===== src/rtl/wave_dma_mixer_if.sv =====
// Sample-fetch memory port of wave_dma_mixer: the mixer is the master, memory is the slave.
// O_MEM_RD is a level request held until I_MEM_READY; I_MEM_DATA is valid in the READY cycle.
interface wave_dma_mixer_if #(
  parameter int AW = 28
) ();
  logic [AW-1:0] O_MEM_ADDR;
  logic          O_MEM_RD;
  logic          I_MEM_READY;
  logic [7:0]    I_MEM_DATA;

  modport master (output O_MEM_ADDR, O_MEM_RD, input I_MEM_READY, I_MEM_DATA);
  modport slave  (input O_MEM_ADDR, O_MEM_RD, output I_MEM_READY, I_MEM_DATA);
endinterface


===== src/rtl/wave_dma_mixer.sv =====
// Multi-channel 8-bit sample DMA player that mixes one byte per busy channel into a signed 16-bit output each tick.
// Define WAVE_DMA_MIXER_VOLUME_EN to add the per-channel 4-bit I_VOL gain input.
module wave_dma_mixer #(
  parameter int NCH     = 4,
  parameter int AW      = 28,
  parameter int LENW    = 16,
  parameter int CLK_DIV = 3000
) (
  input  logic                   I_CLK,
  input  logic                   I_RSTn,
  input  logic [NCH-1:0]         I_TRIG,
  input  logic [NCH-1:0]         I_STOP,
  input  logic [NCH-1:0]         I_LOOP,
  input  logic [NCH*AW-1:0]      I_START_ADDR,
  input  logic [NCH*LENW-1:0]    I_LEN,
`ifdef WAVE_DMA_MIXER_VOLUME_EN
  input  logic [NCH*4-1:0]       I_VOL,
`endif
  wave_dma_mixer_if.master       mem,
  output logic [NCH-1:0]         O_BUSY,
  output logic signed [15:0]     O_SND,
  output logic                   O_SAMPLE_STB,
  output logic                   O_OVERRUN
);

  localparam int CW = (CLK_DIV > 1) ? $clog2(CLK_DIV) : 1;
  localparam int IW = (NCH > 1) ? $clog2(NCH) : 1;
  localparam int SW = 20;
  localparam logic [CW-1:0] TICK_LAST = CW'(CLK_DIV - 1);
  localparam logic [IW-1:0] IDX_LAST  = IW'(NCH - 1);
  localparam logic signed [SW-1:0] SAT_MAX = 20'sd32767;
  localparam logic signed [SW-1:0] SAT_MIN = -20'sd32768;

  typedef enum logic [1:0] {IDLE, SCAN, REQ, MIX} state_t;

  state_t state, next_state;

  logic [CW-1:0]          tick_cnt;
  logic                   tick;
  logic [IW-1:0]          idx;
  logic signed [SW-1:0]   acc;
  logic signed [SW-1:0]   term;
  logic signed [15:0]     sat;
  logic signed [8:0]      centered;
  logic [AW-1:0]          addr_q;
  logic                   req_kill;
  logic                   kill_now;
  logic                   capture;
  logic                   mem_rd;
  logic [NCH-1:0]         trig_ok;
  logic [NCH-1:0]         busy_q;
  logic [NCH-1:0]         loop_q;
  logic [AW-1:0]          start_q [NCH];
  logic [LENW-1:0]        len_q   [NCH];
  logic [LENW-1:0]        off_q   [NCH];
  logic signed [15:0]     snd_q;
  logic                   stb_q;
  logic                   ovr_q;
`ifdef WAVE_DMA_MIXER_VOLUME_EN
  logic [3:0]             vol_q   [NCH];
  logic signed [5:0]      gain;
  logic signed [14:0]     scaled;
`endif

  assign tick = (tick_cnt == TICK_LAST);

  always_comb begin
    for (int n = 0; n < NCH; n++) begin
      trig_ok[n] = I_TRIG[n] && (I_LEN[n*LENW +: LENW] != '0);
    end
  end

  // A stop or restart of the channel being fetched poisons the in-flight byte; it must not be mixed.
  assign kill_now = I_STOP[idx] | trig_ok[idx];
  assign capture  = (state == REQ) && mem.I_MEM_READY && !req_kill && !kill_now && busy_q[idx];

  always_ff @(posedge I_CLK) begin
    if (!I_RSTn) begin
      state <= IDLE;
    end else begin
      state <= next_state;
    end
  end

  always_comb begin
    next_state = state;
    case (state)
      IDLE: if (tick) next_state = SCAN;
      SCAN: begin
        if (busy_q[idx])           next_state = REQ;
        else if (idx == IDX_LAST)  next_state = MIX;
      end
      REQ:  if (mem.I_MEM_READY)   next_state = (idx == IDX_LAST) ? MIX : SCAN;
      MIX:  next_state = IDLE;
      default: next_state = IDLE;
    endcase
  end

  always_comb begin
    mem_rd = (state == REQ);
  end

  always_comb begin
    centered = $signed({1'b0, mem.I_MEM_DATA}) - 9'sd128;
`ifdef WAVE_DMA_MIXER_VOLUME_EN
    gain   = $signed({2'b00, vol_q[idx]}) + 6'sd1;
    scaled = centered * gain;
    term   = {{(SW-19){scaled[14]}}, scaled, 4'b0000};
`else
    term   = {{(SW-17){centered[8]}}, centered, 8'h00};
`endif
  end

  always_comb begin
    if (acc > SAT_MAX)      sat = 16'sh7FFF;
    else if (acc < SAT_MIN) sat = 16'sh8000;
    else                    sat = acc[15:0];
  end

  always_ff @(posedge I_CLK) begin
    if (!I_RSTn) begin
      tick_cnt <= '0;
      idx      <= '0;
      acc      <= '0;
      addr_q   <= '0;
      req_kill <= 1'b0;
      snd_q    <= '0;
      stb_q    <= 1'b0;
      ovr_q    <= 1'b0;
      busy_q   <= '0;
      loop_q   <= '0;
      for (int n = 0; n < NCH; n++) begin
        start_q[n] <= '0;
        len_q[n]   <= '0;
        off_q[n]   <= '0;
`ifdef WAVE_DMA_MIXER_VOLUME_EN
        vol_q[n]   <= '0;
`endif
      end
    end else begin
      tick_cnt <= tick ? '0 : tick_cnt + 1'b1;
      stb_q    <= 1'b0;
      ovr_q    <= tick && (state != IDLE);

      case (state)
        IDLE: begin
          if (tick) begin
            idx <= '0;
            acc <= '0;
          end
        end
        SCAN: begin
          if (busy_q[idx]) begin
            addr_q   <= start_q[idx] + AW'(off_q[idx]);
            req_kill <= 1'b0;
          end else if (idx != IDX_LAST) begin
            idx <= idx + 1'b1;
          end
        end
        REQ: begin
          if (kill_now) req_kill <= 1'b1;
          if (mem.I_MEM_READY) begin
            if (capture) acc <= acc + term;
            if (idx != IDX_LAST) idx <= idx + 1'b1;
          end
        end
        MIX: begin
          snd_q <= sat;
          stb_q <= 1'b1;
        end
        default: ;
      endcase

      // Trigger beats stop beats the end-of-sample bookkeeping of a captured byte.
      for (int n = 0; n < NCH; n++) begin
        if (trig_ok[n]) begin
          start_q[n] <= I_START_ADDR[n*AW +: AW];
          len_q[n]   <= I_LEN[n*LENW +: LENW];
          loop_q[n]  <= I_LOOP[n];
          off_q[n]   <= '0;
          busy_q[n]  <= 1'b1;
`ifdef WAVE_DMA_MIXER_VOLUME_EN
          vol_q[n]   <= I_VOL[n*4 +: 4];
`endif
        end else if (I_STOP[n]) begin
          busy_q[n] <= 1'b0;
        end else if (capture && (idx == IW'(n))) begin
          if (off_q[n] + 1'b1 == len_q[n]) begin
            off_q[n] <= '0;
            if (!loop_q[n]) busy_q[n] <= 1'b0;
          end else begin
            off_q[n] <= off_q[n] + 1'b1;
          end
        end
      end
    end
  end

  assign mem.O_MEM_ADDR = addr_q;
  assign mem.O_MEM_RD   = mem_rd;
  assign O_BUSY         = busy_q;
  assign O_SND          = snd_q;
  assign O_SAMPLE_STB   = stb_q;
  assign O_OVERRUN      = ovr_q;

endmodule


===== src/flat_wrapper.sv =====
// flat-port wrapper written by rule: the top's interface ports become plain ports
module wave_dma_mixer_flat 
#(
  parameter int NCH     = 4,
  parameter int AW      = 28,
  parameter int LENW    = 16,
  parameter int CLK_DIV = 3000
)
  (I_CLK, I_RSTn, I_TRIG, I_STOP, I_LOOP, I_START_ADDR, I_LEN, O_BUSY, O_SND, O_SAMPLE_STB, O_OVERRUN, mem_O_MEM_ADDR, mem_O_MEM_RD, mem_I_MEM_READY, mem_I_MEM_DATA);
  wave_dma_mixer_if #(.AW(AW)) mem_i ();
  input  logic I_CLK;
  input  logic I_RSTn;
  input  logic [NCH-1:0] I_TRIG;
  input  logic [NCH-1:0] I_STOP;
  input  logic [NCH-1:0] I_LOOP;
  input  logic [NCH*AW-1:0] I_START_ADDR;
  input  logic [NCH*LENW-1:0] I_LEN;
  output logic [NCH-1:0] O_BUSY;
  output logic signed [15:0] O_SND;
  output logic O_SAMPLE_STB;
  output logic O_OVERRUN;
  output wire logic [$bits(mem_i.O_MEM_ADDR)-1:0] mem_O_MEM_ADDR;
  output wire logic [$bits(mem_i.O_MEM_RD)-1:0] mem_O_MEM_RD;
  input wire logic [$bits(mem_i.I_MEM_READY)-1:0] mem_I_MEM_READY;
  input wire logic [$bits(mem_i.I_MEM_DATA)-1:0] mem_I_MEM_DATA;
  assign mem_O_MEM_ADDR = mem_i.O_MEM_ADDR;
  assign mem_O_MEM_RD = mem_i.O_MEM_RD;
  assign mem_i.I_MEM_READY = mem_I_MEM_READY;
  assign mem_i.I_MEM_DATA = mem_I_MEM_DATA;
  wave_dma_mixer #(.NCH(NCH), .AW(AW), .LENW(LENW), .CLK_DIV(CLK_DIV)) u_core (.I_CLK(I_CLK), .I_RSTn(I_RSTn), .I_TRIG(I_TRIG), .I_STOP(I_STOP), .I_LOOP(I_LOOP), .I_START_ADDR(I_START_ADDR), .I_LEN(I_LEN), .mem(mem_i), .O_BUSY(O_BUSY), .O_SND(O_SND), .O_SAMPLE_STB(O_SAMPLE_STB), .O_OVERRUN(O_OVERRUN));
endmodule

===== config.mk =====
export PLATFORM = sky130hd
export DESIGN_NAME = wave_dma_mixer_flat
export DESIGN_NICKNAME = d
export VERILOG_FILES = /design/src/rtl/wave_dma_mixer_if.sv /design/src/rtl/wave_dma_mixer.sv /design/src/flat_wrapper.sv
export SDC_FILE = /design/constraint.sdc
export NUM_CORES = 1
export LEC_CHECK = 0
export CAP_MARGIN = 30
export CORE_ASPECT_RATIO = 1.1
export CORE_MARGIN = 2
export CORE_UTILIZATION = 60
export CTS_BUF_LIST = sky130_fd_sc_hd__clkbuf_8 sky130_fd_sc_hd__clkbuf_16
export DETAILED_ROUTE_END_ITERATION = 8
export PLACE_DENSITY = 0.85
export SKIP_CTS_REPAIR_TIMING = 1
export SLEW_MARGIN = 10
export SYNTH_ARGS = -nofsm -noshare
export SYNTH_HDL_FRONTEND = slang
export SYNTH_SLANG_ARGS = --single-unit

===== constraint.sdc =====
create_clock -name I_CLK -period 11.48 [get_ports I_CLK]
set_input_delay 2.296 -clock I_CLK [delete_from_list [all_inputs] [get_ports I_CLK]]
set_output_delay 2.296 -clock I_CLK [all_outputs]
set_load 0.1 [all_outputs]

==> impl_metrics.ini <==
[run_status]
status = finished clean

[timing]
max_clock_freq_ghz = 0.189
finalCriticalPeriod_ns = 5.30
hold_viol_final = 0
relSlewSlack_pct = 30.0
worst_slew_pin_slew_ns = 1.04
setup_tns_ns = 0
finClkSkew_ns = 0.0194
setup_violations = 0
slew_violations = 0
rsz0062_at_grt = no
timing.final.crit_share_pct = 46.2

[final_layout]
layout_commonest_cell = clkdlybuf4s50_1
fin_nets = 2001
layout-drive-gt1-share_pct = 8.45
area_delta_synth_final_pct = 23.0
n_antenna_cell = 0
layoutNonFillerInstCount = 2156
final_cell_mix = clkdlybuf4s50_1, edfxtp_1, and3_1, nor2_1, nand2_1
fillers = 1814

[logic_synthesis]
seq_area_frac_synth_pct = 50.7
synth_top_family_by_area = simple AND/OR/NAND/NOR gates
syn-cell-area_mm2 = 0.0173
synth-main-ff-cell = edfxtp_1
syn-num-nets = 1792
synth-warning-count = 0
synthMuxAreaShare_pct = 6.96
synth_compound_area_share_pct = 7.15
synth_seq_cells = 318
synth_simple_gate_area_share_pct = 20.0
syn_inst = 1554
synth_edf_count = 240
synth_cell_types = 76
synthAdderAreaFrac_pct = 2.91
syn_area_per_cell_um2 = 11.1
async_reset_ff_share_pct = 0
synth-xor-area-share_pct = 8.94

[clocking]
cts_buffer_depth = 3
root_buffer = clkbuf_16
insertion_delay_ns = 0.53
clock_sinks = 318
cts_inserted_buffers = 34
htree_levels = 2
tritoncts = built
cts.clk_slew.worst_paths_ns = 0.06

[die]
start_util_pct = 60.6
die_y_um = 182
core_mm2 = 0.0285
dieArea_mm2 = 0.0302
fp.dieW_um = 166
io_pins = 250
fp-row-count = 65

[min_path]
hold_path_class = reg -> reg
whs_path_depth = 1
hold_path.startpoint = u_core.tick_cnt[0]
holdPathEnd = u_core.tick_cnt[0]

[detailed_routing]
first_iter_violations = 1322
wl_per_cell_um = 21.6
antenna_left = 0
drc = 0
drt_wl_total_mm = 46.6
drt_first_pass_iters = 8
vias_per_cell = 6.34
via_count = 13700

[place]
place_inst = 2093
hpwlAfterDp_mm = 33.4
portBuffers = 249
gp_congestion = 0.904

[worst_setup_path]
cpPeakStageDelay_ns = 1.28
critPathRequiredTime_ns = 9.18
cp_top_family = buffers and inverters
critPathArrivalTime_ns = 3.00
cp_slowest_cell = clkdlybuf4s50_1
path_max_fanout = 21
r2r_slack_ns = 7.18
start_kind = register
r2r_cells = 9
endpoint_kind = primary output
path_buf_inv = 2
path_class = reg -> out
r2r-end = u_core.mem.O_MEM_ADDR[26]
worstPathCellList = inv_1, ha_1, clkdlybuf4s50_1

[pwr]
p_per_area_mw_per_mm2 = 132
p_leak_nw = 8.15
vdd_ir_drop_max_mv = 0.105

[global_routing]
grt_start_max_net_pins = 82
antenna_found_initial = 1
grt.overflow.total = 0
grtUsageTotal_pct = 30.5
first_global_vias = 13400
grt_pass1_wl_mm = 72.7

[flow_run]
drv_cap = 0
==> where the power goes <==
group          switching, W  internal [W]  leakage, nW
combinational      0.000205      0.000178         4.38
sequential        0.0000517       0.00131         3.24
clock              0.000458      0.000605        0.538
==> worst max-delay path by stage <==
| stage | from | endpoint | cells past startpoint |
|---|---|---|---|
| 2_1_floorplan | I_LEN[34] | u_core.off_q[2][14] | 7 |
| 3_3_place_gp | I_LEN[50] | u_core.off_q[3][1] | 6 |
| 3_5_place_dp | I_LEN[58] | u_core.off_q[3][1] | 7 |
| 4_1_cts | u_core.state[0] | mem_O_MEM_RD | 3 |
| 5_1_grt | u_core.state[0] | mem_O_MEM_RD | 3 |
| 6_report | u_core.state[0] | mem_O_MEM_RD | 3 |
==> worst reg2reg max path: stages, from the launching register on <==
cell	delay, ns
dfxtp_2	0.31
buf_4	0.65
mux4_1	0.74
ha_1	0.28
or4_1	0.57
o221a_2	0.27
nor4_1	0.81
nor4_1	0.18
xnor2_1	0.26
o21ai_0	0.10
==> sequential cells by signal (all words and copies together) (netlist names), named ones only <==
signal,count
u_core.len_q,64
u_core.tick_cnt,12
u_core.start_q,112
u_core.O_BUSY,4
u_core.mem.O_MEM_ADDR,28
u_core.loop_q,4
u_core.idx,2
u_core.state,2
u_core.acc,12
u_core.off_q,64
u_core.O_SND,9
u_core.O_OVERRUN,1
u_core.req_kill,1
u_core.O_SAMPLE_STB,1
==> cells in the mapped netlist, types with 6 or more instances <==
cell type | n | area share (%)
edfxtp_1 | 240 | 42
and3_1 | 190 | 6.9
nor2_1 | 134 | 2.9
nand2_1 | 87 | 1.9
xnor2_1 | 86 | 4.4
dfxtp_1 | 78 | 9.0
clkbuf_1 | 69 | 1.5
xor2_1 | 62 | 3.1
a21oi_1 | 60 | 1.7
nand3_1 | 57 | 1.6
o21ai_0 | 52 | 1.5
mux4_2 | 44 | 5.7
ha_1 | 37 | 2.7
inv_1 | 37 | 0.80
nor4_1 | 35 | 1.3
nand4_1 | 33 | 1.2
nor3_1 | 23 | 0.67
nand2b_1 | 22 | 0.80
and4_1 | 14 | 0.71
mux2i_1 | 13 | 0.75
buf_2 | 11 | 0.32
nor2b_1 | 10 | 0.36
xnor3_1 | 9 | 1.2
a211oi_1 | 8 | 0.35
a21o_1 | 8 | 0.35
buf_1 | 8 | 0.17
buf_4 | 7 | 0.30
a31oi_1 | 6 | 0.22
and2_1 | 6 | 0.22
nor3b_1 | 6 | 0.26
or2_2 | 6 | 0.22
or3_1 | 6 | 0.22
==> layout make-up <==
type / instances / area [µm²] / share of cell area (%)
Inverter: 38 / 143 / 0.670
Timing Repair Buffer: 272 / 2790 / 13.1
Clock buffer: 36 / 878 / 4.13
Tap cell: 368 / 460 / 2.16
Clock inverter: 25 / 198 / 0.929
Multi-Input combinational cell: 1099 / 8030 / 37.8
Sequential cell: 318 / 8770 / 41.2
==> per-layer routing <==
metal | up-vias | wire length (µm) | global-route usage, %
li1 | 6214 | - | -
met5 | - | 0 | 0
met3 | 143 | 4330 | 4.92
met1 | 6478 | 17900 | 40.0
met2 | 827 | 22500 | 51.1
met4 | 0 | 1910 | 12.2
==> logic make-up (layout without fill, tap and decap cells) <==
kind of cell / count (synthesis) / in the layout
AND/OR/NAND/NOR: 644 / 644
flip-flops: 318 / 318
AO/OA/AOI/OAI: 194 / 194
XOR/XNOR: 159 / 159
buffers and inverters: 137 / 371
multiplexers: 63 / 63
adder cells (fa/ha/maj): 39 / 39
==> stage by stage <==
stage / area (µm²) / hold slack (ns) / total power, W / worst slack, ns / utilization, %
global placement: 20000 / 0.430 / 0.00174 / 5.86 / 70.0
CTS: 21300 / 0.445 / 0.00281 / 6.23 / 74.5
global route: 21300 / 0.476 / 0.00289 / 6.08 / 74.5
detailed placement: 20200 / 0.437 / 0.00176 / 5.92 / 70.7
finish: 21300 / 0.449 / 0.00281 / 6.18 / 74.5
floorplan: 17300 / 0.418 / 0.00160 / 6.58 / -
(Power assumes the default switching activity.)
